## src/rtl/ps2_kbd_display.sv

```systemverilog
// PS/2 keyboard receiver: input synchronisers, 11-bit frame checker with a
// stalled-frame timeout, byte FIFO, make/break/extended decoder with
// typematic suppression, and an eight-digit active-low hex display.
module ps2_kbd_display #(
    parameter int FIFO_DEPTH     = 8,
    parameter int COUNT_W        = 16,
    parameter int TIMEOUT_CYCLES = 50000
) (
    input  logic               clk,
    input  logic               reset,
    input  logic               ps2_clk,
    input  logic               ps2_data,
    input  logic               freeze,
    output logic [7:0]         scan_code,
    output logic [7:0]         ascii,
    output logic               key_down,
    output logic               ext,
    output logic [COUNT_W-1:0] press_count,
    output logic               frame_err,
    output logic               overflow,
    output logic [7:0]         seg0,
    output logic [7:0]         seg1,
    output logic [7:0]         seg2,
    output logic [7:0]         seg3,
    output logic [7:0]         seg4,
    output logic [7:0]         seg5,
    output logic [7:0]         seg6,
    output logic [7:0]         seg7
);

    localparam int AW = $clog2(FIFO_DEPTH);
    localparam int IW = $clog2(TIMEOUT_CYCLES + 1);
    localparam logic [IW-1:0] IDLE_MAX = IW'(TIMEOUT_CYCLES);

    typedef enum logic [1:0] {S_IDLE, S_EXT, S_BRK, S_EXT_BRK} state_t;

    // Uppercase ASCII for the mapped scan codes; 0x00 for everything else.
    function automatic logic [7:0] ascii_map(input logic [7:0] c);
        case (c)
            8'h45: ascii_map = 8'h30;  8'h16: ascii_map = 8'h31;
            8'h1E: ascii_map = 8'h32;  8'h26: ascii_map = 8'h33;
            8'h25: ascii_map = 8'h34;  8'h2E: ascii_map = 8'h35;
            8'h36: ascii_map = 8'h36;  8'h3D: ascii_map = 8'h37;
            8'h3E: ascii_map = 8'h38;  8'h46: ascii_map = 8'h39;
            8'h1C: ascii_map = 8'h41;  8'h32: ascii_map = 8'h42;
            8'h21: ascii_map = 8'h43;  8'h23: ascii_map = 8'h44;
            8'h24: ascii_map = 8'h45;  8'h2B: ascii_map = 8'h46;
            8'h34: ascii_map = 8'h47;  8'h33: ascii_map = 8'h48;
            8'h43: ascii_map = 8'h49;  8'h3B: ascii_map = 8'h4A;
            8'h42: ascii_map = 8'h4B;  8'h4B: ascii_map = 8'h4C;
            8'h3A: ascii_map = 8'h4D;  8'h31: ascii_map = 8'h4E;
            8'h44: ascii_map = 8'h4F;  8'h4D: ascii_map = 8'h50;
            8'h15: ascii_map = 8'h51;  8'h2D: ascii_map = 8'h52;
            8'h1B: ascii_map = 8'h53;  8'h2C: ascii_map = 8'h54;
            8'h3C: ascii_map = 8'h55;  8'h2A: ascii_map = 8'h56;
            8'h1D: ascii_map = 8'h57;  8'h22: ascii_map = 8'h58;
            8'h35: ascii_map = 8'h59;  8'h1A: ascii_map = 8'h5A;
            8'h29: ascii_map = 8'h20;  8'h5A: ascii_map = 8'h0D;
            default: ascii_map = 8'h00;
        endcase
    endfunction

    // Active-low glyph, dp (bit 7) always off.
    function automatic logic [7:0] hex_glyph(input logic [3:0] n);
        case (n)
            4'h0: hex_glyph = 8'hC0;  4'h1: hex_glyph = 8'hF9;
            4'h2: hex_glyph = 8'hA4;  4'h3: hex_glyph = 8'hB0;
            4'h4: hex_glyph = 8'h99;  4'h5: hex_glyph = 8'h92;
            4'h6: hex_glyph = 8'h82;  4'h7: hex_glyph = 8'hF8;
            4'h8: hex_glyph = 8'h80;  4'h9: hex_glyph = 8'h90;
            4'hA: hex_glyph = 8'h88;  4'hB: hex_glyph = 8'h83;
            4'hC: hex_glyph = 8'hC6;  4'hD: hex_glyph = 8'hA1;
            4'hE: hex_glyph = 8'h86;  default: hex_glyph = 8'h8E;
        endcase
    endfunction

    logic          ps2_clk_p0, ps2_clk_p1, ps2_clk_p2;
    logic          ps2_data_p0, ps2_data_p1;
    logic          fall;
    logic [3:0]    bit_cnt;
    logic [IW-1:0] idle_cnt;
    logic [9:0]    rx_sr;
    logic          frame_ok;
    logic          last_bit;
    logic          vld_p0;
    logic [7:0]    byte_p0;

    logic [7:0]    fifo_mem [FIFO_DEPTH];
    logic [AW:0]   wr_ptr, rd_ptr;
    logic          empty, full, pop, wr_en;
    logic [7:0]    fifo_dout;

    state_t        state;
    logic          dec_ext, is_make, is_brk, held_match;
    logic [7:0]    scan_nxt, ascii_nxt;
    logic          key_down_nxt, ext_nxt;
    logic [COUNT_W-1:0] count_nxt;
    logic [15:0]   count16;
    logic [7:0]    seg0_nxt, seg1_nxt, seg2_nxt, seg3_nxt;
    logic [7:0]    seg4_nxt, seg5_nxt, seg6_nxt, seg7_nxt;

    // ---- stage p0/p1: synchronised pins; p2 holds the previous clock level
    assign fall     = ps2_clk_p2 & ~ps2_clk_p1;
    assign last_bit = (bit_cnt == 4'd10);
    // start low, stop high (current sample), odd parity over data + parity
    assign frame_ok = ~rx_sr[0] & ps2_data_p1 & (^rx_sr[9:1]);

    // Synchronisers, bit counter, idle timeout and frame verdict.
    always_ff @(posedge clk or posedge reset) begin
        if (reset) begin
            ps2_clk_p0  <= 1'b1;
            ps2_clk_p1  <= 1'b1;
            ps2_clk_p2  <= 1'b1;
            ps2_data_p0 <= 1'b1;
            ps2_data_p1 <= 1'b1;
            bit_cnt     <= '0;
            idle_cnt    <= '0;
            vld_p0      <= 1'b0;
            frame_err   <= 1'b0;
        end else begin
            ps2_clk_p0  <= ps2_clk;
            ps2_clk_p1  <= ps2_clk_p0;
            ps2_clk_p2  <= ps2_clk_p1;
            ps2_data_p0 <= ps2_data;
            ps2_data_p1 <= ps2_data_p0;
            vld_p0      <= fall & last_bit & frame_ok;
            if (fall && last_bit && !frame_ok)
                frame_err <= 1'b1;
            if (fall) begin
                idle_cnt <= '0;
                bit_cnt  <= last_bit ? 4'd0 : bit_cnt + 4'd1;
            end else begin
                if (idle_cnt != IDLE_MAX)
                    idle_cnt <= idle_cnt + 1'b1;
                // a stalled partial frame is silently abandoned
                if (bit_cnt != 4'd0 && idle_cnt == IDLE_MAX)
                    bit_cnt <= 4'd0;
            end
        end
    end

    // Frame shift register (LSB first) and the captured data byte.
    always_ff @(posedge clk) begin
        if (fall) begin
            rx_sr <= {ps2_data_p1, rx_sr[9:1]};
            if (last_bit)
                byte_p0 <= rx_sr[8:1];
        end
    end

    // ---- stage p0 -> FIFO: push of a checked byte
    assign empty     = (wr_ptr == rd_ptr);
    assign full      = (wr_ptr[AW] != rd_ptr[AW]) && (wr_ptr[AW-1:0] == rd_ptr[AW-1:0]);
    assign pop       = ~empty & ~freeze;
    assign wr_en     = vld_p0 & (~full | pop);
    assign fifo_dout = fifo_mem[rd_ptr[AW-1:0]];

    // FIFO pointers and sticky overflow.
    always_ff @(posedge clk or posedge reset) begin
        if (reset) begin
            wr_ptr   <= '0;
            rd_ptr   <= '0;
            overflow <= 1'b0;
        end else begin
            if (wr_en)
                wr_ptr <= wr_ptr + 1'b1;
            if (pop)
                rd_ptr <= rd_ptr + 1'b1;
            if (vld_p0 && full && !pop)
                overflow <= 1'b1;
        end
    end

    // FIFO storage.
    always_ff @(posedge clk) begin
        if (wr_en)
            fifo_mem[wr_ptr[AW-1:0]] <= byte_p0;
    end

    // ---- FIFO -> decoder: next-state values of the registered outputs
    always_comb begin
        dec_ext    = (state == S_EXT) || (state == S_EXT_BRK);
        is_make    = pop && (((state == S_IDLE) && fifo_dout != 8'hE0 && fifo_dout != 8'hF0) ||
                             ((state == S_EXT) && fifo_dout != 8'hF0));
        is_brk     = pop && ((state == S_BRK) || (state == S_EXT_BRK));
        held_match = key_down && (fifo_dout == scan_code) && (dec_ext == ext);

        scan_nxt     = scan_code;
        ascii_nxt    = ascii;
        key_down_nxt = key_down;
        ext_nxt      = ext;
        count_nxt    = press_count;
        // a make matching the held key is typematic repeat and changes nothing
        if (is_make && !held_match) begin
            scan_nxt     = fifo_dout;
            ascii_nxt    = dec_ext ? 8'h00 : ascii_map(fifo_dout);
            key_down_nxt = 1'b1;
            ext_nxt      = dec_ext;
            count_nxt    = press_count + 1'b1;
        end
        if (is_brk && held_match)
            key_down_nxt = 1'b0;

        count16 = '0;
        count16[COUNT_W-1:0] = count_nxt;
        seg0_nxt = key_down_nxt ? hex_glyph(scan_nxt[3:0]) : 8'hFF;
        seg1_nxt = key_down_nxt ? hex_glyph(scan_nxt[7:4]) : 8'hFF;
        seg2_nxt = (key_down_nxt && ascii_nxt != 8'h00) ? hex_glyph(ascii_nxt[3:0]) : 8'hFF;
        seg3_nxt = (key_down_nxt && ascii_nxt != 8'h00) ? hex_glyph(ascii_nxt[7:4]) : 8'hFF;
        seg4_nxt = hex_glyph(count16[3:0]);
        seg5_nxt = hex_glyph(count16[7:4]);
        seg6_nxt = hex_glyph(count16[11:8]);
        seg7_nxt = hex_glyph(count16[15:12]);
    end

    // Decoder FSM with registered key state and display digits.
    always_ff @(posedge clk or posedge reset) begin
        if (reset) begin
            state       <= S_IDLE;
            scan_code   <= '0;
            ascii       <= '0;
            key_down    <= 1'b0;
            ext         <= 1'b0;
            press_count <= '0;
            seg0 <= 8'hFF;  seg1 <= 8'hFF;  seg2 <= 8'hFF;  seg3 <= 8'hFF;
            seg4 <= 8'hC0;  seg5 <= 8'hC0;  seg6 <= 8'hC0;  seg7 <= 8'hC0;
        end else begin
            if (pop) begin
                case (state)
                    S_IDLE:  state <= (fifo_dout == 8'hE0) ? S_EXT :
                                      (fifo_dout == 8'hF0) ? S_BRK : S_IDLE;
                    S_EXT:   state <= (fifo_dout == 8'hF0) ? S_EXT_BRK : S_IDLE;
                    default: state <= S_IDLE;
                endcase
            end
            scan_code   <= scan_nxt;
            ascii       <= ascii_nxt;
            key_down    <= key_down_nxt;
            ext         <= ext_nxt;
            press_count <= count_nxt;
            seg0 <= seg0_nxt;  seg1 <= seg1_nxt;  seg2 <= seg2_nxt;  seg3 <= seg3_nxt;
            seg4 <= seg4_nxt;  seg5 <= seg5_nxt;  seg6 <= seg6_nxt;  seg7 <= seg7_nxt;
        end
    end

endmodule
```

## config.mk

```make
export PLATFORM = sky130hd
export DESIGN_NAME = ps2_kbd_display
export DESIGN_NICKNAME = d
export VERILOG_FILES = /design/src/rtl/ps2_kbd_display.sv
export SDC_FILE = /design/constraint.sdc
export NUM_CORES = 1
export LEC_CHECK = 0
export ABC_AREA = 1
export CAP_MARGIN = 20
export CORE_ASPECT_RATIO = 0.8
export CORE_MARGIN = 2
export CORE_UTILIZATION = 35
export DETAILED_ROUTE_END_ITERATION = 10
export GPL_TIMING_DRIVEN = 1
export PLACE_DENSITY = 0.53
export SETUP_SLACK_MARGIN = 0.2
export SLEW_MARGIN = 20
export SYNTH_ARGS = -nofsm -noshare
export SYNTH_HDL_FRONTEND = slang
export SYNTH_SLANG_ARGS = --single-unit
```

## constraint.sdc

```tcl
create_clock -name clk -period 4.9 [get_ports clk]
set_input_delay 0.98 -clock clk [delete_from_list [all_inputs] [get_ports clk]]
set_output_delay 0.98 -clock clk [all_outputs]
set_load 0.01 [all_outputs]
```

==> metrics.log <==
INFO  metric route.detailed.wl_per_inst = 15.0 um
INFO  metric cell_internal_power = 5.08 mW
INFO  metric grt_usage = 16.7%
INFO  metric pin_count_of_the_biggest_net_entering_global_routing = 57
INFO  metric setup_violations = 0
INFO  metric p_leak = 6.32 nW
INFO  metric ys_types = 50
INFO  metric path_clk_slew = 0.06 ns
INFO  metric firstDrtPassIters = 5
INFO  metric maxClockFrequency = approximately 0.24 GHz
INFO  metric max-vdd-ir-drop = 0.279 mV
INFO  metric cts_tree = yes
INFO  metric register_area = 5710 um^2
INFO  metric holdCritPathClass = register to register
INFO  metric cp.required = 5.33 ns
INFO  metric netlist_top_cells_area = sky130_fd_sc_hd__edfxtp_1 21%, sky130_fd_sc_hd__dfrtp_1 19%, sky130_fd_sc_hd__nand2_1 13%
INFO  metric floorplan.io_pins = ~110
INFO  metric antenna_violations_before_repair = 0
INFO  metric dp.cells = around 1.9k
INFO  metric synth_top_cells_by_count = 401 x sky130_fd_sc_hd__nand2_1, 167 x sky130_fd_sc_hd__inv_1, 161 x sky130_fd_sc_hd__nand3_1
INFO  metric final_cell_count_no_fill = 1914
INFO  metric slew_viol_final = 0
INFO  metric synth-warning-count = 0
INFO  metric clkPwrFrac = 17.3%
INFO  metric yosysMostFrequentCell = sky130_fd_sc_hd__nand2_1
INFO  metric net_count_of_the_finished_layout = 1540
INFO  metric drive_above_1_share = a little over a tenth
INFO  metric worst-r2r-setup-slack = 0.65 ns
INFO  metric reg2regPathDepth = 21
INFO  metric max_slew_margin = 35.2%
INFO  metric worstSetupStartpointType = register
INFO  metric grt_pass1_wl = 47700 um
INFO  metric ys_seq_area_share = 48.7%
INFO  metric seq_power_share = between 20% and 30%
INFO  metric final_min_period_over_clock_period = 86.6%
INFO  metric final.setup.worst_slack = 0.655 ns
INFO  metric port_buffers = between 90 and 100
INFO  metric post_synth.cell_area_avg = 8.54 um^2
INFO  metric grt_pass1_vias = around 9k
INFO  metric synth.largest_area_cell = sky130_fd_sc_hd__edfxtp_1
INFO  metric post_drt_via_cell_ratio = 4.74
INFO  metric net-switching-power = 4.40 mW
INFO  metric tightest_slew = 0.969 ns
INFO  metric worst_skew_pair.late_latency = 0.53 ns
INFO  metric cap_violations = 0
INFO  metric drt_wl_total = 28700 um
INFO  metric power_per_cell_area = ~690 nW/um^2
INFO  metric area_of_the_mapped_netlist = 11700 um^2
INFO  metric synthCells = 1373
INFO  metric postSynthRegisterBits = 210
INFO  metric synth-edff-count = 82
INFO  metric antenna_cells_inserted = 0
INFO  metric die_w = 209 um
INFO  metric clock_path_buffers = 3
INFO  metric grt_setup_unrepaired = false
INFO  metric area_occupied_by_multi_input_gates = 5030 um^2
INFO  metric final_hpwl_dp = 20600 um
INFO  metric r2r_end = seg3[5]
INFO  metric timing.setup.tns = 0 ns
INFO  metric worstSetupPathType = register to register
INFO  metric route.detailed.drc = 0
INFO  metric crit_path_end_kind = register
INFO  metric whs_path_depth = 0
INFO  metric p_comb_share = 55.4%
INFO  metric clock_tree.htree_level_count = 1
INFO  metric netSwitchingFraction = 46.4%
INFO  metric status = finished clean
INFO  metric start_util = 35.8%
INFO  metric post-synth-top-area-fraction = 21.0%
INFO  metric num_rows = ~60
INFO  metric die_y = ~170 um
INFO  metric layout_min_cycle_time = 4.25 ns
INFO  metric cts_repair_resize_count = 0
INFO  metric final_hold_viol_count = 0
INFO  metric min_from = ps2_data_p0
INFO  metric post-cts-setup-buffers = 0
INFO  metric floorplan.die_area = ~35000 um^2
INFO  metric whs_endpoint = ps2_data_p1
INFO  metric cts.hold.buffers_added = 0
INFO  metric critical_path_peak_fanout = 37
INFO  metric dominantRegCellSynth = sky130_fd_sc_hd__dfrtp_1
INFO  metric via_count = around 9k
INFO  metric place.gp.congestion = 0.873
INFO  metric fin_worst_skew = around 0.014 ns
INFO  metric fin_total_pwr = 9.48 mW
INFO  metric antenna_left = 0
INFO  metric grt.overflow.total = 0
INFO  metric cts_inserted_buffers = 23
INFO  metric area_growth_syn_to_layout = 17.0%
INFO  metric ctsRootBufferMaster = sky130_fd_sc_hd__clkbuf_16
INFO  metric cp_data_arrival_time = 4.68 ns
INFO  metric numClockSinks = 210
INFO  metric async_reset_ff_share = roughly 61%
INFO  metric coreArea = between 30000 and 40000 um^2
INFO  metric pre_cts_ws = 0.641 ns
INFO  metric r2r_start = rd_ptr[1]
INFO  metric num-fill-cells = around 3.3k
INFO  metric detailedRoute.firstIterationViolations = 605
[cells by family (layout without fill, tap and decap cells)]
family	count (synthesis)	in the layout	synth area share, %
AOI/OAI and AO/OA	111	111	5.60
xor gates and xnor gates	31	31	2.96
other	1	8	0.0320
adders and majority gates	63	63	6.72
and+or+nand+nor	730	730	27.3
DFF	210	210	48.7
buffers and inverters	227	334	8.65
[per-stage QoR]
step	instance area [um^2]	hold WS (ns)	utilization (%)
2_1_floorplan	11800	0.345	-
3_3_place_gp	13000	0.348	39.7
3_5_place_dp	13000	0.347	39.7
4_1_cts	13700	0.356	41.9
5_1_grt	13700	0.360	41.9
6_report	13700	0.357	41.9
[sequential cells by signal (all words and copies together), names as in the netlist, 2 cells and up]
register,flops
seg7,7
byte_p0,8
scan_code,8
seg1,7
seg6,7
rd_ptr,4
seg0,7
press_count,16
seg5,7
seg4,7
seg2,7
bit_cnt,4
state,2
rx_sr,10
idle_cnt,16
wr_ptr,4
fifo_mem,64
ascii,8
seg3,7
[cell usage in the layout (no fill, tap or decap), drive strengths merged, types with 36 or more instances in the layout]
master | synthesis | layout
nand2 | 421 | 421
inv | 188 | 189
nand3 | 164 | 164
nor2 | 107 | 107
clkdlybuf4s50 | 0 | 96
dfrtp | 91 | 91
edfxtp | 82 | 82
ha | 63 | 63
o21ai | 61 | 61
dfstp | 37 | 37
clkbuf | 1 | 36
[worst max-delay path by stage]
stage | cells after the start | endpoint | startpoint
5_1_grt | 20 | seg3[2] | rd_ptr[1]
4_1_cts | 21 | seg3[5] | rd_ptr[1]
3_3_place_gp | 21 | seg2[2] | rd_ptr[1]
3_5_place_dp | 21 | seg3[5] | rd_ptr[1]
6_report | 21 | seg3[5] | rd_ptr[1]
2_1_floorplan | 1 | ascii[0] | reset
[cell type report]
cell class / count / share of cell area, %
clock inverter: 4 / 0.237
clock buffer: 36 / 4.84
sequential: 210 / 41.6
multi-input combinational: 943 / 36.7
tap: 427 / 3.89
timing repair buffer: 105 / 7.50
inverter: 189 / 5.21
[routing by layer]
metal / track usage, % / wire (um) / share of wire [%] / vias up
met3: 2.98 / 1440 / 5.0 / 40
li1: - / - / - / 4597
met2: 26.2 / 12600 / 44 / 192
met1: 24.1 / 14100 / 49 / 4243
met5: 0 / 0 / 0 / -
met4: 3.45 / 524 / 1.8 / 0
[critical path, stage by stage, from the launching register on]
cell and delay, ns:
sky130_fd_sc_hd__dfrtp_1 0.92, sky130_fd_sc_hd__inv_2 0.29, sky130_fd_sc_hd__nand3_1 0.19, sky130_fd_sc_hd__nand3_1 0.12, sky130_fd_sc_hd__nand2_2 0.20, sky130_fd_sc_hd__ha_1 0.23, sky130_fd_sc_hd__nand2_1 0.10, sky130_fd_sc_hd__nor2_4 0.15
sky130_fd_sc_hd__nand2_1 0.09, sky130_fd_sc_hd__nor2_2 0.17, sky130_fd_sc_hd__nor2_4 0.09, sky130_fd_sc_hd__nand2_8 0.27, sky130_fd_sc_hd__nand2_1 0.12, sky130_fd_sc_hd__nand2_1 0.17, sky130_fd_sc_hd__inv_1 0.12, sky130_fd_sc_hd__ha_1 0.25
sky130_fd_sc_hd__nand2_1 0.07, sky130_fd_sc_hd__inv_1 0.03, sky130_fd_sc_hd__nand4_1 0.09, sky130_fd_sc_hd__nor2_2 0.06, sky130_fd_sc_hd__nor2_4 0.25, sky130_fd_sc_hd__nand3_1 0.13
[power groups by stage]
stage,logic [mW],registers (mW),clock network (mW)
detailed placement,5.21,2.62,0
finish,5.25,2.58,1.64
CTS,5.25,2.59,1.70
global route,5.93,2.63,1.76
floorplan,3.65,2.64,0
global placement,5.23,2.62,0
No activity file was read; power rests on OpenSTA's default activity.
